===== src/rtl/fp_pkg.sv =====
`default_nettype none
// ============================================================================
//  Module   : fp_pkg
//  Brief    : Shared widths, flag indices and stage-1 payload for the
//             single-precision normalize/round stage.
//  Revision : 1.0 - initial release
// ============================================================================
package fp_pkg;

  localparam int EXP_W  = 8;
  localparam int FRAC_W = 23;
  localparam logic [EXP_W-1:0] EXP_MAX = 8'hFF;

  // Bit positions inside the {overflow, underflow, inexact} flag vector
  localparam int FLG_OVF = 2;
  localparam int FLG_UNF = 1;
  localparam int FLG_INX = 0;

  // Payload carried from the normalize register into the round logic.
  // zero=1 means "emit a signed zero with the carried flags" (exact zero
  // arrives here with sign already cleared, flush-to-zero keeps the sign).
  typedef struct packed {
    logic                sign;
    logic signed [9:0]   exp10;
    logic [FRAC_W:0]     mant24;
    logic [2:0]          grs;
    logic                special;
    logic                zero;
    logic [2:0]          flags;
  } s1_payload_t;

endpackage : fp_pkg
`default_nettype wire


===== src/rtl/lzc24.sv =====
`default_nettype none
// ============================================================================
//  Module   : lzc24
//  Brief    : Combinational 24-bit leading-zero counter; all-zero input
//             reports 24.
//  Revision : 1.0 - initial release
// ============================================================================
module lzc24 (
  input  logic [23:0] data_i,
  output logic [4:0]  count_o
);

  // Scan upward so the highest set bit writes last and wins
  always_comb begin
    count_o = 5'd24;
    for (int i = 0; i < 24; i++) begin
      if (data_i[i]) count_o = 5'(23 - i);
    end
  end

endmodule : lzc24
`default_nettype wire


===== src/rtl/fp_norm_round.sv =====
`default_nettype none
// ============================================================================
//  Module   : fp_norm_round
//  Brief    : Two-stage valid/ready normalize + round-to-nearest-even stage
//             producing a packed IEEE-754 single and {ovf, unf, inx} flags.
//  Revision : 1.0 - initial release
// ============================================================================
module fp_norm_round
  import fp_pkg::*;
(
  input  logic        clk,
  input  logic        rst_n,
  input  logic        in_valid,
  output logic        in_ready,
  input  logic        in_sign,
  input  logic [7:0]  in_exp,
  input  logic [24:0] in_mant,
  input  logic [2:0]  in_grs,
  output logic        out_valid,
  input  logic        out_ready,
  output logic [31:0] out_result,
  output logic [2:0]  out_flags
);

  logic        en;
  logic [4:0]  w_lz;
  logic [25:0] w_shifted;
  logic [9:0]  w_exp_ext;
  logic [9:0]  w_lz_ext;

  s1_payload_t s1_d;
  s1_payload_t s1_q;
  logic        s1_valid_q;

  logic              w_up;
  logic              w_inx;
  logic [FRAC_W:0]   w_frac_sum;
  logic              w_mant_ovf;
  logic signed [9:0] w_exp_r;
  logic [31:0]       result_d;
  logic [2:0]        flags_d;

  logic        out_valid_q;
  logic [31:0] out_result_q;
  logic [2:0]  out_flags_q;

  // Whole pipeline advances together; a held output freezes everything
  assign en       = !out_valid_q || out_ready;
  assign in_ready = en;

  lzc24 u_lzc (
    .data_i  (in_mant[23:0]),
    .count_o (w_lz)
  );

  // Left shift pulls guard then round into the mantissa; sticky never moves
  assign w_shifted = {in_mant[23:0], in_grs[2:1]} << w_lz;
  assign w_exp_ext = {2'b00, in_exp};
  assign w_lz_ext  = {5'b00000, w_lz};

  // Stage-1 normalize: classify the raw sum and renormalize it
  always_comb begin
    s1_d      = '0;
    s1_d.sign = in_sign;
    if (in_exp == EXP_MAX) begin
      s1_d.special = 1'b1;
    end else if (in_mant[24]) begin
      s1_d.mant24 = in_mant[24:1];
      s1_d.grs    = {in_mant[0], in_grs[2], |in_grs[1:0]};
      s1_d.exp10  = w_exp_ext + 10'd1;
    end else if (in_mant == 25'd0 && in_grs == 3'd0) begin
      s1_d.zero = 1'b1;
      s1_d.sign = 1'b0;
    end else if ({3'b000, w_lz} < in_exp) begin
      s1_d.mant24 = w_shifted[25:2];
      s1_d.grs    = {w_shifted[1:0], in_grs[0]};
      s1_d.exp10  = w_exp_ext - w_lz_ext;
    end else begin
      s1_d.zero           = 1'b1;
      s1_d.flags[FLG_UNF] = 1'b1;
      s1_d.flags[FLG_INX] = (|in_grs) || (|in_mant);
    end
  end

  // Stage-1 register
  always_ff @(posedge clk or negedge rst_n) begin
    if (!rst_n) begin
      s1_valid_q <= 1'b0;
      s1_q       <= '0;
    end else if (en) begin
      s1_valid_q <= in_valid;
      s1_q       <= s1_d;
    end
  end

  // Increment only the fraction; a carry out of it with the hidden bit set
  // is the all-ones mantissa rolling over to 1.0 at the next exponent.
  assign w_up       = s1_q.grs[2] && (s1_q.grs[1] || s1_q.grs[0] || s1_q.mant24[0]);
  assign w_inx      = |s1_q.grs;
  assign w_frac_sum = {1'b0, s1_q.mant24[FRAC_W-1:0]} + {{FRAC_W{1'b0}}, w_up};
  assign w_mant_ovf = s1_q.mant24[FRAC_W] && w_frac_sum[FRAC_W];
  assign w_exp_r    = w_mant_ovf ? s1_q.exp10 + 10'sd1 : s1_q.exp10;

  // Stage-2 round and pack
  always_comb begin
    result_d = '0;
    flags_d  = '0;
    if (s1_q.special) begin
      result_d = {s1_q.sign, EXP_MAX, {FRAC_W{1'b0}}};
    end else if (s1_q.zero) begin
      result_d = {s1_q.sign, 31'd0};
      flags_d  = s1_q.flags;
    end else if (w_exp_r >= 10'sd255) begin
      result_d         = {s1_q.sign, EXP_MAX, {FRAC_W{1'b0}}};
      flags_d[FLG_OVF] = 1'b1;
      flags_d[FLG_INX] = 1'b1;
    end else begin
      result_d         = {s1_q.sign, w_exp_r[EXP_W-1:0], w_frac_sum[FRAC_W-1:0]};
      flags_d[FLG_INX] = w_inx;
    end
  end

  // Output register
  always_ff @(posedge clk or negedge rst_n) begin
    if (!rst_n) begin
      out_valid_q  <= 1'b0;
      out_result_q <= '0;
      out_flags_q  <= '0;
    end else if (en) begin
      out_valid_q  <= s1_valid_q;
      out_result_q <= result_d;
      out_flags_q  <= flags_d;
    end
  end

  assign out_valid  = out_valid_q;
  assign out_result = out_result_q;
  assign out_flags  = out_flags_q;

endmodule : fp_norm_round
`default_nettype wire


===== config.mk =====
export PLATFORM = sky130hd
export DESIGN_NAME = fp_norm_round
export DESIGN_NICKNAME = d
export VERILOG_FILES = /design/src/rtl/fp_pkg.sv /design/src/rtl/lzc24.sv /design/src/rtl/fp_norm_round.sv
export SDC_FILE = /design/constraint.sdc
export NUM_CORES = 1
export LEC_CHECK = 0
export ABC_AREA = 1
export CAP_MARGIN = 25
export CORE_UTILIZATION = 35
export CTS_CLUSTER_SIZE = 16
export DETAILED_ROUTE_END_ITERATION = 8
export SYNTH_ARGS = -nofsm -noshare
export SYNTH_HDL_FRONTEND = slang
export SYNTH_SLANG_ARGS = --single-unit

===== constraint.sdc =====
create_clock -name clk -period 3.3 [get_ports clk]
set_input_delay 0.495 -clock clk [delete_from_list [all_inputs] [get_ports clk]]
set_output_delay 0.495 -clock clk [all_outputs]
set_load 0.005 [all_outputs]

## After elaboration in Yosys (flattened, before gate mapping)

Index checks and enable logic that the tools add are counted.

- Add/sub/neg operators: 4
- $lt $le $gt $ge: 2
- Equal/unequal tests: 1
- Shift operators: 1
- Multiplexer cells: 49
- Reduce and logical (&&, ||, !) cells: 14

Operators with widths:

| operator | count |
|---|---|
| 37-bit two-way mux | 3 |
| 31-bit two-way mux | 3 |
| 5-bit two-way mux | 16 |
| 38-bit two-way mux | 1 |
| 4-bit two-way mux | 8 |
| 26-bit by 5-bit left shift with 26-bit output | 1 |
| 25-bit zero test | 1 |
| 25-bit OR reduction | 1 |
| 23-bit by 1-bit adder with 24-bit output | 1 |
| 1-bit two-way mux | 12 |
| 10-bit by 2-bit adder with 10-bit output (second input constant) | 1 |
| 10-bit by 9-bit >= comparator with 1-bit output (second input constant) | 1 |
| 10-bit two-way mux | 1 |
| 8-bit by 1-bit adder with 9-bit output (second input constant) | 1 |
| 8-bit by 5-bit subtractor with 9-bit output | 1 |
| 8-bit == test (second input constant) | 1 |
| 5-bit by 8-bit < comparator with 1-bit output | 1 |
| 2-bit two-way mux | 4 |
| 3-bit OR reduction | 2 |
| 1-bit logical OR | 4 |
| 1-bit logical AND | 3 |
| 3-bit zero test | 1 |
| 3-bit two-way mux | 1 |
| 2-bit OR reduction | 1 |
| 1-bit zero test | 1 |

- Bits in registers: 79
- Bits of input ports: 41
- Output and inout bits: 37
- Logic and storage cells: 82

## Logic depth before layout (Yosys ltp)

Gate-level depths: netlist of run 1.

- Depth after elaboration: 29
- Gate-level depth with buffers: 42
- Mapped depth without buffers: 41

## Modules after synthesis

A second synthesis of run 1 with hierarchy kept.

- Cells, all modules: 922
- Area total of the unflattened synthesis: 5972.0 um^2

Modules (own cells, without submodules):

| module | times used | cells each | area each (um^2) | sequential area each (um^2) |
|---|---|---|---|---|
| fp_norm_round | 1 | 848 | 5657.9 | 1951.9 |
| lzc24 | 1 | 74 | 314.1 | 0.0 |

## Worst setup path before layout of run 1

OpenSTA, ideal clock, no wires.

- Kind: in2reg
- Start point: input port in_mant[7]
- End point: register s1_q[27] (netlist name)
- Library setup time: 0.117 ns
- Arrival: 3.780 ns
- Required time: 3.183 ns
- Setup slack: -0.596 ns
- Cell stages on the path: 24
- Path buffers: 1
- Cell sequence: nor4_1 > inv_1 > nor2_1 > o21bai_1 > a21oi_1 > clkinv_1 > clkbuf_1 > ha_1 > a21oi_1 > nand2_1 > nand2_1 > a21oi_1 > nor4_1 > nand2_1 > nand3_1 > inv_1 > nand2_1 > inv_1 > nand3_1 > nand2_1 > inv_1 > nand2_1 > nand2_1 > nand2_1

- Cells in the longest elaborated chain, start to end: 22
- Elaborated cells between the ends (all ways): 25
- Those cells by class: order compare (1); shift (1); mux (21); reduce/logical (2)

RTL lines:

| what | RTL line | text |
|---|---|---|
| start: declaration | fp_norm_round.sv:17 | `input logic [24:0] in_mant,` |
| 4-bit two-way mux | lzc24.sv:17 | `if (data_i[i]) count_o = 5'(23 - i);` |
| 5-bit two-way mux (16 in series) | lzc24.sv:17 |  |
| 5-bit by 8-bit < comparator with 1-bit output or 26-bit by 5-bit left shift with 26-bit output (tied branches) | fp_norm_round.sv:74, fp_norm_round.sv:57 |  |
| 37-bit two-way mux | fp_norm_round.sv:74 | `end else if ({3'b000, w_lz} < in_exp) begin` |
| 37-bit two-way mux * | fp_norm_round.sv:71 | `end else if (in_mant == 25'd0 && in_grs == 3'd0) begin` |
| 37-bit two-way mux * | fp_norm_round.sv:67 | `end else if (in_mant[24]) begin` |
| 38-bit two-way mux * | fp_norm_round.sv:65 | `if (in_exp == EXP_MAX) begin` |
| end signal: assignment | fp_norm_round.sv:89 | `s1_q <= '0;` |
| end signal: assignment | fp_norm_round.sv:92 | `s1_q <= s1_d;` |
| end: declaration | fp_norm_round.sv:32 | `s1_payload_t s1_q;` |

Every way passes the cells marked *; elsewhere a longest branch is shown, timed or not.
A chain may end at the register's enable or synchronous reset.

## Final worst setup path of run 1

- Start point: input port in_mant[12]
- End point: register s1_q[24] (netlist name)

- Cells in the longest elaborated chain, start to end: 17
- Elaborated cells between the ends (all ways): 20
- Those cells by class: order compare (1); shift (1); mux (16); reduce/logical (2)

RTL lines:

| what | RTL line |
|---|---|
| 5-bit two-way mux (12 in series) | lzc24.sv:17 |
| 5-bit by 8-bit < comparator with 1-bit output or 26-bit by 5-bit left shift with 26-bit output (tied branches) | fp_norm_round.sv:74, fp_norm_round.sv:57 |
| 37-bit two-way mux | fp_norm_round.sv:74 |
| 37-bit two-way mux * | fp_norm_round.sv:71 |
| 37-bit two-way mux * | fp_norm_round.sv:67 |
| 38-bit two-way mux * | fp_norm_round.sv:65 |

Marked as above.

==> results.txt, run 1 <==
The flow ran to the end, and the final reports show no timing, DRC or antenna violations. The die boundary height came out at 132.2 um. Relative to the synthesized area, the layout overhead comes to 38.90%.

From left edge to right edge, the die measures 132.2 um. Counting flops and latches in the post-synthesis netlist gives 78. TritonCTS built the clock tree. Proportion of layout cells with a drive suffix above 1: 17.24%.

The synthesized design devotes to its leading area cell type 32.88% of total area. The register-to-register setup slack was 340 ps. Summing over every cut layer, the via total after detailed routing is 6543.

The total of warnings raised by yosys was 0; the top fanout value on the critical path was 4. The maximum number of pins on one net before global-route repair is 79. Setup repair after global routing could not meet its margin everywhere. For the final routed database, the setup TNS stands at 0 ps.

The layout has 1714 filler cells. The area after detailed placement came out at 7605 um^2. A synthesized cell averages 6.460 um^2. The routed via count divided by cell count works out to 5.060.

The power density over the cells works out to 435.4 nW/um^2. In this run the number of H-tree levels came out at 3. The number of enable-type register cells in the synthesized netlist works out to 0.

After global routing the overflow that remains totals 0. Clock-pin slew was measured on the worst setup and hold paths at 60 ps. Clock root buffer master: clkbuf_16. The number of endpoints failing setup at the final stage came out at 0. Once placement completed, the tool counted placed cells totaling 1263. In this run, distinct cell masters in the synthesized netlist total 42.

The run gives 0 as the initial antenna violation count. The setup path with the least slack is of type input pin to flip-flop. The leakage power of the design was 3.994 nW; the deepest clock path buffer count was 2. The logs give 6085 for the number of global-route vias before repair and 47 for the cell row count. The number of nets in the synthesized netlist is 969. For the net switching power, the log shows 0.001135 W. The timing-limited maximum frequency was 0.3046 GHz. After synthesis, the cell types taking the most area are dfrtp_1 33%, nand2_1 19%, nand3_1 11%. The clock network fraction of total power came out at 31.4%.

Net switching is 31.61% of the power. The first global-routing pass estimated 30680 um of wire. The count of unresolved DRC violations after routing is 0.

The tool flagged a number of max-cap violations equal to 0. The finished cells cover 8247 um^2. The transition time at the pin with the least slew margin is 447.4 ps. The sort of element at the start of the critical path is an input pin. Summed over all layers, the routed wires come to 18520 um. The final-report max-slew violation count is 0.

The most used flip-flop cell after synthesis is dfrtp_1. The worst setup path is captured at a flip-flop. By instance count, the leading cell after synthesis is nand2_1. The biggest area contributor in the post-synthesis netlist is dfrtp_1. Combinational logic burns 32.9% of the power.

The congestion estimate from routability-driven global placement came to 0.9399. The worst path meets setup with 17.05 ps of slack. For the worst setup path, the data arrival time is 3500 ps. The run gives 17490 um^2 as the die area. The first detailed-routing pass took 6 iterations. After the flow finishes, the layout carries non-filler instances totaling 1293. The tools report the number of cells produced by synthesis as 919. The run gives 0.002456 W as the internal cell power. The post-synth design cell area was 5937 um^2; the layout net count was 1118.

The logs give 0 for the count of antenna diodes in the layout and 340 ps for the clock latency on the worst-skew pair. The hold-critical path depth was 2; the number of port buffers was 77. For the maximum VDD drop, the log shows 375.5 uV. Proportion of register bits with asynchronous set or reset after synthesis: 100.0%.

The run gives 9 as the TritonCTS buffer count. For this design, the sink count on the clock tree is 78. The run gives 35.80% as the starting density of the core. The worst path uses 99.48% of the clock period. The register area share after synthesis is 32.88%, and the logic depth of the worst register-to-register path is 19.

In the final routed layout, each cell accounts on average for 14.33 um. The logs give 0 for the hold violation total from the final report and 8.426 ps for the final setup skew. For this run, the total global-route usage over all layers was measured as 21.74%. In this run the count of I/O pins placed on the die edge is 78. The smallest clock period supported by the final layout is computed as 3283 ps. Before CTS, the worst setup slack after placement is -857.0 ps. After the first detailed-routing iteration, the DRC count stood at 498. By count the netlist is led by 299 x nand2_1, 126 x nand3_1, 86 x inv_1, 78 x dfrtp_1, 60 x nor2_1. The count of nets left with antenna violations once routing finished came out at 0.

For the worst slew margin relative to its limit, the log shows 70.18%. In this run the worst hold path is classified as flip-flop to flip-flop. The core region is 16580 um^2. The logs give 3510 ps for the required time of the critical path and 14360 um for the placed wire-length estimate after detailed placement. The run gives 35.7% as the relative contribution of sequential cells to total power.
-- routing by layer --
| layer | routed length (um) | vias to the layer above | share of wire [%] | global-route usage, % |
|---|---|---|---|---|
| li1 | - | 3334 | - | - |
| met1 | 8935 | 2971 | 48 | 30.84 |
| met2 | 8075 | 204 | 44 | 33.80 |
| met3 | 1084 | 34 | 5.9 | 3.268 |
| met4 | 428 | 0 | 2.3 | 7.152 |
| met5 | 0 | - | 0 | 0 |
-- final timing paths --
kind	start	to
min in group asynchronous	rst_n	out_result[24]
worst min register to register	s1_valid_q	out_valid
max in group asynchronous	rst_n	s1_q[20]
worst max register to register	s1_q[7]	out_result[13]
worst min-delay path	s1_valid_q	out_valid
worst max-delay path	in_mant[12]	s1_q[24]
-- area by class of cell --
type / count / area, um^2 / area share (%)
clock buffer: 10 / 239.0 / 2.898
clock inverter: 6 / 108.9 / 1.320
inverter: 94 / 369.1 / 4.476
multi-input combinational: 707 / 3687 / 44.71
sequential: 78 / 1952 / 23.67
tap: 220 / 275.3 / 3.338
timing repair buffer: 178 / 1615 / 19.59
-- power by group through the flow --
stage	sequential [W]	clock, W	combinational [W]
final	0.00128	0.00113	0.00118
after detailed placement	0.00130	0	0.00113
after global placement	0.00129	0	0.00113
after CTS	0.00128	0.00115	0.00116
after global routing	0.00131	0.00118	0.00132
after floorplan	0.00128	0	0.000607
-- critical path, stage by stage --
cell and delay [ps]:
clkdlybuf4s50_1 440, nor2_1 120, buf_4 130, nand2_1 100, o21bai_1 180, a21oi_2 160
clkinv_2 100, ha_4 250, a21oi_4 160, nand2_2 70, nand2_2 70, a21oi_2 70
nor4_2 300, nand2_1 150, buf_6 140, nand3_4 80, inv_4 50, nand2_4 60
o21ai_1 80, o21ai_1 210, nand2_1 70
-- kinds of logic after synthesis --
logic type,after synthesis,share of synthesized area [%]
AOI/OAI and AO/OA,146,13.78
and+or+nand+nor,523,38.25
DFF,78,32.88
adders and majority gates,9,2.023
buffers and inverters,134,8.788
xor gates and xnor gates,29,4.278
-- flip-flops by register name, summed over array words and instances, names as in the netlist --
name	count
s1_q	41
out_result	32
out_flags	3
out_valid	1
s1_valid_q	1
-- metrics by stage --
stage               hold slack [ps]  util, %  total power [W]
floorplan                     199.4        -         0.001890
global placement              427.0    45.86         0.002427
detailed placement            443.4    45.86         0.002434
CTS                           348.1    48.92         0.003586
global route                  482.4    49.73         0.003815
finish                        459.1    49.73         0.003591
-- timing repair --
| item | in CTS | in global routing |
|---|---|---|
| gates cloned | 1 | 0 |
| hold buffers | 0 | 1 |
| pin swaps | 13 | 28 |
| setup endpoints to repair | 38 | 65 |
| gates resized for setup | 35 | 48 |
| hold endpoints to repair | 0 | 2 |
| setup buffers | 10 | 3 |
-- layout by cell type (no fill, tap or decap), types with 8 or more instances in the layout --
cell type | synthesis | layout
a21oi_1 | 42 | 37
inv_1 | 86 | 79
o21ai_1 | 29 | 34
buf_6 | 1 | 11
clkdlybuf4s50_1 | 0 | 66
nand3_1 | 126 | 122
buf_4 | 2 | 88
o22ai_1 | 8 | 8
o21ai_0 | 42 | 32
clkbuf_16 | 0 | 9
nand4_1 | 9 | 9
nand2_1 | 299 | 286
xor2_1 | 23 | 23
nand2_2 | 0 | 11
dfrtp_1 | 78 | 78
nor3_1 | 9 | 9
nor2_1 | 60 | 58
o211ai_1 | 14 | 14
No activity file was read; power rests on OpenSTA's default activity.
==> run 2, diff against run 1 <==
CAP_MARGIN = 30   (was 25)
REMOVE_ABC_BUFFERS = 1   (was default)
==> run 2 against run 1 <==
  * Sequential share of layout area decreased by 0.079 points
  * Wire length is 2.6% higher
  * Die area stayed put
  * Hold slack got worse by 350 ps
  * Critical path type unchanged
  * Critical endpoint is now s1_q[35]
  * Largest cell class unchanged
  * Largest power group unchanged
==> results.txt, run 2 (same netlist as run 1, synthesis figures left out) <==
The flow ran to the end, and the final reports show no timing, DRC or antenna violations. The logs give 47 (unchanged) for the cell row count and 9249 um (+3.5%) for the detailed-routing wirelength on met1. The run gives 6 (unchanged) as the first-pass detailed-route iteration total. The tools report the beginning of the worst register-to-register path as s1_q[8]. The initial antenna violation count was 0 (unchanged); the register-to-register setup slack was 300 ps (-40 ps). Count of antenna diodes in the layout: 0 (unchanged).

The logs give 35.80% (unchanged) for the starting density of the core and 925 um (-15%) for the sum of met3 wire segment lengths after detailed routing. The maximum VDD drop is 276.4 uV (-26%), and the deepest clock path buffer count is 2 (unchanged). The die boundary height is 132.2 um (unchanged), and the violation count after the first detailed-routing iteration is 481 (-3.4%). The tools report the share of the core filled with cells as 49.89% (+0.17 points).

The clock-pin transition on the worst setup and hold timing paths came out at 60 ps (about the same). The critical path starts at in_mant[7]. For the TritonCTS buffer count, the log shows 9 (unchanged). The top fanout value on the critical path was 4 (unchanged); the clock latency on the worst-skew pair was 340 ps (about the same).

The post-layout total power is 0.003551 W (-1.1%), and the residual overflow from global routing is 0 (unchanged). Final setup skew: 8.036 ps (-0.3902 ps). The run gives 6531 (-0.18%) as the total via count in the routed design. The total of hold buffers inserted after clock tree synthesis came out at 0 (unchanged).

For the number of ports placed on the die boundary, the log shows 78 (unchanged). The power density over the cells is 429.1 nW/um^2 (-1.4%). The leakage power of the design was 4.031 nW (+0.94%). The run gives 0 (unchanged) as the number of endpoints failing setup at the final stage.

The register with the most flip-flops in the final layout is s1_q. In the layout the commonest cells are 286 x nand2_1, 119 x nand3_1, 98 x buf_4. The die area was 17490 um^2 (unchanged). Setup repair after global routing could not meet its margin everywhere. Area of the core region: 16580 um^2 (unchanged).

The routed via count divided by cell count is 5.024 (-0.72%). The leading cell type in the layout, fill and taps excluded is nand2_1. The tools report the layout net count as 1126 (+0.72%). The global router's overall resource usage came out at 22.00% (+0.26 points). Arrival time reported for the critical path endpoint: 3520 ps (+20 ps).

Sort of element at the start of the critical path: an input pin. Clock root buffer master: clkbuf_16. The final period demand of the worst path was 3261 ps (-21.74 ps).

The die extent in x was 132.2 um (unchanged). The run gives 3560 ps (+50 ps) as the required time of the critical path. The proportion of layout cells with a drive suffix above 1 is 18.98% (+1.7 points), and the sum of routed wire length over all layers is 19010 um (+2.6%). The path class of the tightest hold or removal check is input pin to asynchronous set/reset pin. Count of unresolved DRC violations after routing: 0 (unchanged). The destination of the critical timing path was s1_q[35].

In this run the top signal layer used is met4. TritonCTS built the clock tree. The timing-limited maximum frequency came out at 0.3066 GHz (+0.67%). The final weighted congestion in routability-driven placement came out at 0.9430 (+0.33%). The worst setup path is captured at a flip-flop. The final-layout worst hold slack came out at 111.2 ps (-347.9 ps). The routed length per placed instance came out at 14.62 um (+2.1%). The wire length of the first global-routing pass is 30960 um (+0.92%), and the number of clock sinks seen by CTS is 78 (unchanged).

The number of port buffers is 77 (unchanged), and the transition time at the pin with the least slew margin is 645.2 ps (+197.8 ps). The run gives 1263 (unchanged) as the number of cells after detailed placement. The flip-flop count of the largest register after layout works out to 41 (unchanged). The tools report the number of global-route vias before repair as 5991 (-1.5%). The category of the most critical setup path is input pin to flip-flop. The routed wire length on met2 was 8367 um (+3.6%).

The logs give 0 (unchanged) for the final antenna-violating net count and 14260 um (-0.63%) for the placed wire-length estimate after detailed placement. The maximum number of pins on one net before global-route repair came out at 79 (unchanged). The number of maximum-capacitance violations is 0 (unchanged). The worst register-to-register path ends at out_result[13]. The logic depth of the worst register-to-register path is 19 (unchanged), and the layout overhead on the synthesized area is 39.37%. The run gives 0 (unchanged) as the final-report max-slew violation count. The count of placed standard cells in the final layout, fillers left out is 1300 (+0.54%), and the worst slew margin relative to its limit is 56.83% (-13 points). The tools report the count of filler cells inserted in the layout as 1716 (+0.12%). The hold violation total from the final report is 0 (unchanged), and the number of H-tree levels is 3 (unchanged).

The share of the clock period used by the worst path after layout was 98.82% (-0.66 points).
-- run 2: cell count changes in the layout (fill, tap and decap cells not counted), sizes merged --
cell / previous run / this run
clkdlybuf4s15: 1 / 0
dlygate4sd3: 1 / 0
dlygate4sd2: 4 / 5
clkinv: 6 / 7
dlymetal6s2s: 1 / 2
inv: 91 / 89
bufinv: 3 / 2
buf: 105 / 114
clkdlybuf4s50: 66 / 64
clkbuf: 10 / 12
-- run 2: final cells by class --
cell class,instances,area (um^2),area share (%)
well taps,220,275.3,3.327
clock inverters,4,70.07,0.8468
multi-input cells,707,3726,45.03
repair buffers,186,1633,19.73
inverters,94,365.4,4.416
flip-flops and latches,78,1952,23.59
clock buffers,11,252.7,3.055
-- run 2: worst min-delay path by stage --
stage | startpoint | end | slack (ps)
finish | rst_n | out_result[16] | 110
floorplan | rst_n | out_flags[0] | 200
global placement | s1_valid_q | out_valid | 440
global route | rst_n | out_result[16] | 140
CTS | rst_n | out_result[22] | 350
detailed placement | s1_valid_q | out_valid | 440
-- run 2: what timing repair did --
item                                   CTS  global route
cloned                                   0             1
resized for setup                       51            71
buffers inserted                        14             7
pin swaps                               17            45
setup endpoints to repair               39            66
endpoints found under the hold margin    0             0
-- run 2: per-stage QoR --
| stage | cell area [um^2] | setup WS [ps] | setup TNS, ps |
|---|---|---|---|
| after floorplan | 5768 | -1926 | -66000 |
| after global placement | 7472 | -1076 | -33100 |
| after detailed placement | 7472 | -1061 | -32560 |
| after CTS | 8010 | 5.417 | 0 |
| after global routing | 8274 | -104.4 | -1563 |
| final | 8274 | 38.79 | 0 |
-- run 2: metal layers --
layer	GRT usage, %	up-vias
met1	31.41	2975
met5	0	-
li1	-	3350
met2	33.63	183
met3	3.191	23
met4	8.238	0
-- run 2: worst max-delay path, stage by stage --
cell and delay (ps):
dlygate4sd2_1 260, nor4_1 260, buf_4 160, inv_1 40, nor2_2 130, o21bai_4 70, a21oi_2 180, clkinv_2 110
ha_4 320, a21oi_4 70, buf_4 130, buf_4 120, buf_4 120, buf_4 120, buf_4 120, buf_4 120
buf_4 120, buf_4 120, buf_4 120, nand3_1 80, a32oi_2 120, o22ai_1 120
-- run 2: power by group --
group	switching, W	internal, W	leakage [nW]
sequential	0.000142	0.00114	0.944
combinational	0.000637	0.000572	2.93
clock	0.000365	0.000696	0.161
==> run 3, diff against run 2 <==
==> constraint.sdc (replaced) <==
create_clock -name clk -period 3.3 [get_ports clk]
set_input_delay 0.66 -clock clk [delete_from_list [all_inputs] [get_ports clk]]
set_output_delay 0.66 -clock clk [all_outputs]
set_load 0.005 [all_outputs]
==> run 3 against run 2 <==
  * The run now ends with setup timing left
  * Sequential power about the same
  * Clock power about the same
  * Final area up 3.5%
  * Total power up 1.6%
  * Cell count up 0.46%
  * Global-route usage up 0.40 points
  * Sequential cell count unchanged
  * Via count up 2.5%
  * Clock skew down 0.58 ps
  * Largest cell class unchanged
  * Register-to-register slack better by 20 ps
  * Hold slack better by 24 ps
==> results.txt, run 3 (same netlist as run 1, synthesis figures left out) <==
The flow ran to the end, but the final reports show violations. The checks that failed: setup timing. The critical path starts at in_mant[11]. The maximum VDD drop is 283.4 uV (+2.5%).

The clock latency on the worst-skew pair is 340 ps (about the same), and the sequential cell area is 1952 um^2 (unchanged). The tools report the placed wire-length estimate after detailed placement as 14200 um (-0.47%). The setup TNS came out at -124.0 ps (-124.0 ps).

The number of maximum-capacitance violations came out at 0 (unchanged). The global router's overall resource usage is 22.40% (+0.40 points), and the routed length per placed instance is 15.08 um (+3.1%). The hold violation total from the final report was 0 (unchanged). The logs give 2 (unchanged) for the deepest clock path buffer count and 17490 um^2 (unchanged) for the die area.

The cell row count was 47 (unchanged). The tools report the destination of the critical timing path as s1_q[32]. Clock tree synthesis selected as its root buffer the cell clkbuf_16.

The run gives 3 (unchanged) as the number of H-tree levels. The run gives 29.6% (-0.3 points) as the clock network fraction of total power. For the area of the core region, the log shows 16580 um^2 (unchanged). The top fanout value on the critical path was 4 (unchanged).

The die boundary height was 132.2 um (unchanged); the layout overhead on the synthesized area was 44.19%. For the number of ports placed on the die boundary, the log shows 78 (unchanged). By startpoint and endpoint, the worst setup path is classified as input pin to flip-flop. Final period demand of the worst path: 3359 ps (+97.62 ps). For the final weighted congestion in routability-driven placement, the log shows 0.9487 (+0.60%).

The run gives 9 (unchanged) as the TritonCTS buffer count. Number of port buffers: 77 (unchanged). The arrival time reported for the critical path endpoint was 3610 ps (+90 ps). The share of the core filled with cells was 51.62% (+1.7 points). The relative contribution of sequential cells to total power was 35.6% (-0.5 points).

The logic depth of the worst register-to-register path came out at 18 (-1). The final-layout worst hold slack came out at 134.9 ps (+23.70 ps). Setup repair after global routing could not meet its margin everywhere.

The run gives 6159 (+2.8%) as the number of global-route vias before repair. The count of filler cells inserted in the layout came out at 1699 (-0.99%). Reg-to-reg endpoint: out_result[27]. The required time of the critical path was 3550 ps (about the same); the flip-flop count of the largest register after layout was 41 (unchanged).

The maximum number of pins on one net before global-route repair was 79 (unchanged). The run gives 78 (unchanged) as the number of clock sinks seen by CTS. In this run the worst hold path is classified as input pin to asynchronous set/reset pin. STA classifies the critical path startpoint as an input pin.

For the count of unresolved DRC violations after routing, the log shows 0 (unchanged). The pre-CTS setup slack came out at -1218 ps (-157.6 ps). The timing-limited maximum frequency was 0.2977 GHz (-2.9%). STA classifies the critical path endpoint as a flip-flop. The run gives 0.001180 W (+3.2%) as the net switching power. The routed via count divided by cell count is 5.127 (+2.1%).

Counting flops per register, the top entry is s1_q. Residual overflow from global routing: 0 (unchanged). The total via count in the routed design is 6696 (+2.5%). The final design instance area without fill is 8561 um^2 (+3.5%).

Leaving out fill and tap cells, the most frequent cell in the layout is nand2_1. The final-report max-slew violation count was 0 (unchanged); the share of the clock period used by the worst path after layout was 101.8% (+3.0 points). The longest individual stage delay on the worst path came out at 440 ps (+120 ps).

The final setup skew is 7.454 ps (-0.5817 ps), and the number of endpoints failing setup at the final stage is 3 (+3). Final worst-path setup slack: -58.84 ps (-97.62 ps). Area taken by multi-input logic gates: 3945 um^2 (+5.9%). The clock-pin transition on the worst setup and hold timing paths works out to 60 ps (about the same). The tools report the count of antenna diodes in the layout as 0 (unchanged).

The logs give 0.002428 W (+0.86%) for the internal cell power and 590 (+23%) for the violation count after the first detailed-routing iteration. For the leakage power of the design, the log shows 4.117 nW (+2.1%). The wire length of the first global-routing pass is 31510 um (+1.8%). The area after detailed placement came out at 7480 um^2 (+0.10%).

The transition time at the pin with the least slew margin is 638.0 ps (-7.190 ps). The slowest stage cell on the critical path is clkdlybuf4s50_1. The proportion of layout cells with a drive suffix above 1 was 22.47% (+3.5 points); the first-pass detailed-route iteration total was 6 (unchanged).

The final antenna-violating net count was 0 (unchanged). The die extent in x works out to 132.2 um (unchanged). The run gives 1132 (+0.53%) as the layout net count. The sum of routed wire length over all layers was 19700 um (+3.6%); the register-to-register setup slack was 320 ps (+20 ps). The tools report the initial antenna violation count as 0 (unchanged).

The starting density of the core was 35.80% (unchanged). The signal on the critical path passes through clkdlybuf4s50_1, nor2_1, buf_4, nand2_1, nand2_1, nand2_1, nand2_1, nand2_2, a31oi_4, inv_4, ha_4, nand3_4, nand2_4, nand2_4, a21oi_4, nor4_4, nand2_2, nand3_4, buf_4, buf_4, o21ai_0, o211ai_1, o21ai_0. The library cells used most frequently in the layout, excluding fill and tap cells, are 281 x nand2_1, 107 x nand3_1, 103 x buf_4. TritonCTS built the clock tree.

The switching part of the total power is 32.71% (+0.51 points). The most prevalent standard cell on the critical path is nand2_1. The startpoint identified for the worst register-to-register timing path is s1_q[10].

The combinational group share of total power was 34.9% (+0.9 points); the power density over the cells was 421.5 nW/um^2 (-1.8%). The worst slew margin relative to its limit was 57.31% (+0.48 points).
-- run 3: cell types whose count changed in the layout (fill, tap and decap cells not counted), moves of 3 or more --
| cell | previous run | this run |
|---|---|---|
| nand2_1 | 286 | 281 |
| nand3_4 | 2 | 6 |
| nor2_1 | 55 | 52 |
| o21ai_0 | 30 | 26 |
| inv_1 | 80 | 77 |
| nand3_1 | 119 | 107 |
| nor2_4 | 4 | 8 |
| nand3_2 | 8 | 16 |
| buf_6 | 10 | 13 |
| inv_4 | 2 | 7 |
| o21ai_2 | 3 | 8 |
| buf_4 | 98 | 103 |
| nand2_4 | 1 | 4 |
-- run 3: worst min-delay path by stage --
| stage | startpoint | to | slack [ps] | cells past startpoint |
|---|---|---|---|---|
| 4_1_cts | s1_valid_q | out_valid | 450 | 2 |
| 6_report | rst_n | out_result[18] | 130 | 1 |
| 3_3_place_gp | s1_valid_q | out_valid | 440 | 2 |
| 2_1_floorplan | rst_n | out_flags[0] | 360 | 0 |
| 5_1_grt | rst_n | out_result[18] | 140 | 1 |
| 3_5_place_dp | s1_valid_q | out_valid | 440 | 2 |
-- run 3: layer usage --
metal / vias up / track usage [%] / routed length (um)
met4: 0 / 8.812 / 508
met2: 240 / 34.74 / 9086
li1: 3356 / - / -
met3: 40 / 2.691 / 1057
met5: - / 0 / 0
met1: 3060 / 31.72 / 9047
-- run 3: critical path, delay by kind of cell --
kind | cells | cell delay, ps
AOI/OAI and AO/OA | 5 | 810
adders and majority gates | 1 | 280
buffers and inverters | 5 | 930
and+or+nand+nor | 12 | 920
-- run 3: power by group through the flow --
stage	clock [W]	sequential, W	combinational, W
3_5_place_dp	0	0.00130	0.00112
4_1_cts	0.00108	0.00128	0.00117
6_report	0.00107	0.00128	0.00126
5_1_grt	0.00112	0.00131	0.00139
2_1_floorplan	0	0.00128	0.000567
3_3_place_gp	0	0.00129	0.00112
-- run 3: layout make-up --
cell class,count,area share (%)
multi-input combinational,707,46.08
sequential,78,22.80
timing repair buffer,192,19.80
inverter,94,4.326
tap,220,3.215
clock buffer,11,2.952
clock inverter,4,0.8185
-- run 3: stage by stage --
step / cells / power (W)
CTS: 1295 / 0.003533
detailed placement: 1264 / 0.002422
global placement: 1264 / 0.002412
floorplan: 879 / 0.001850
global route: 1306 / 0.003821
finish: 1306 / 0.003608
-- run 3: repair_timing --
| action | CTS | global route |
|---|---|---|
| cloned | 1 | 0 |
| buffers inserted | 15 | 15 |
| hold buffers | 0 | 0 |
| pin swaps | 25 | 78 |
| gates resized for setup | 77 | 105 |
| setup endpoints to repair | 39 | 65 |
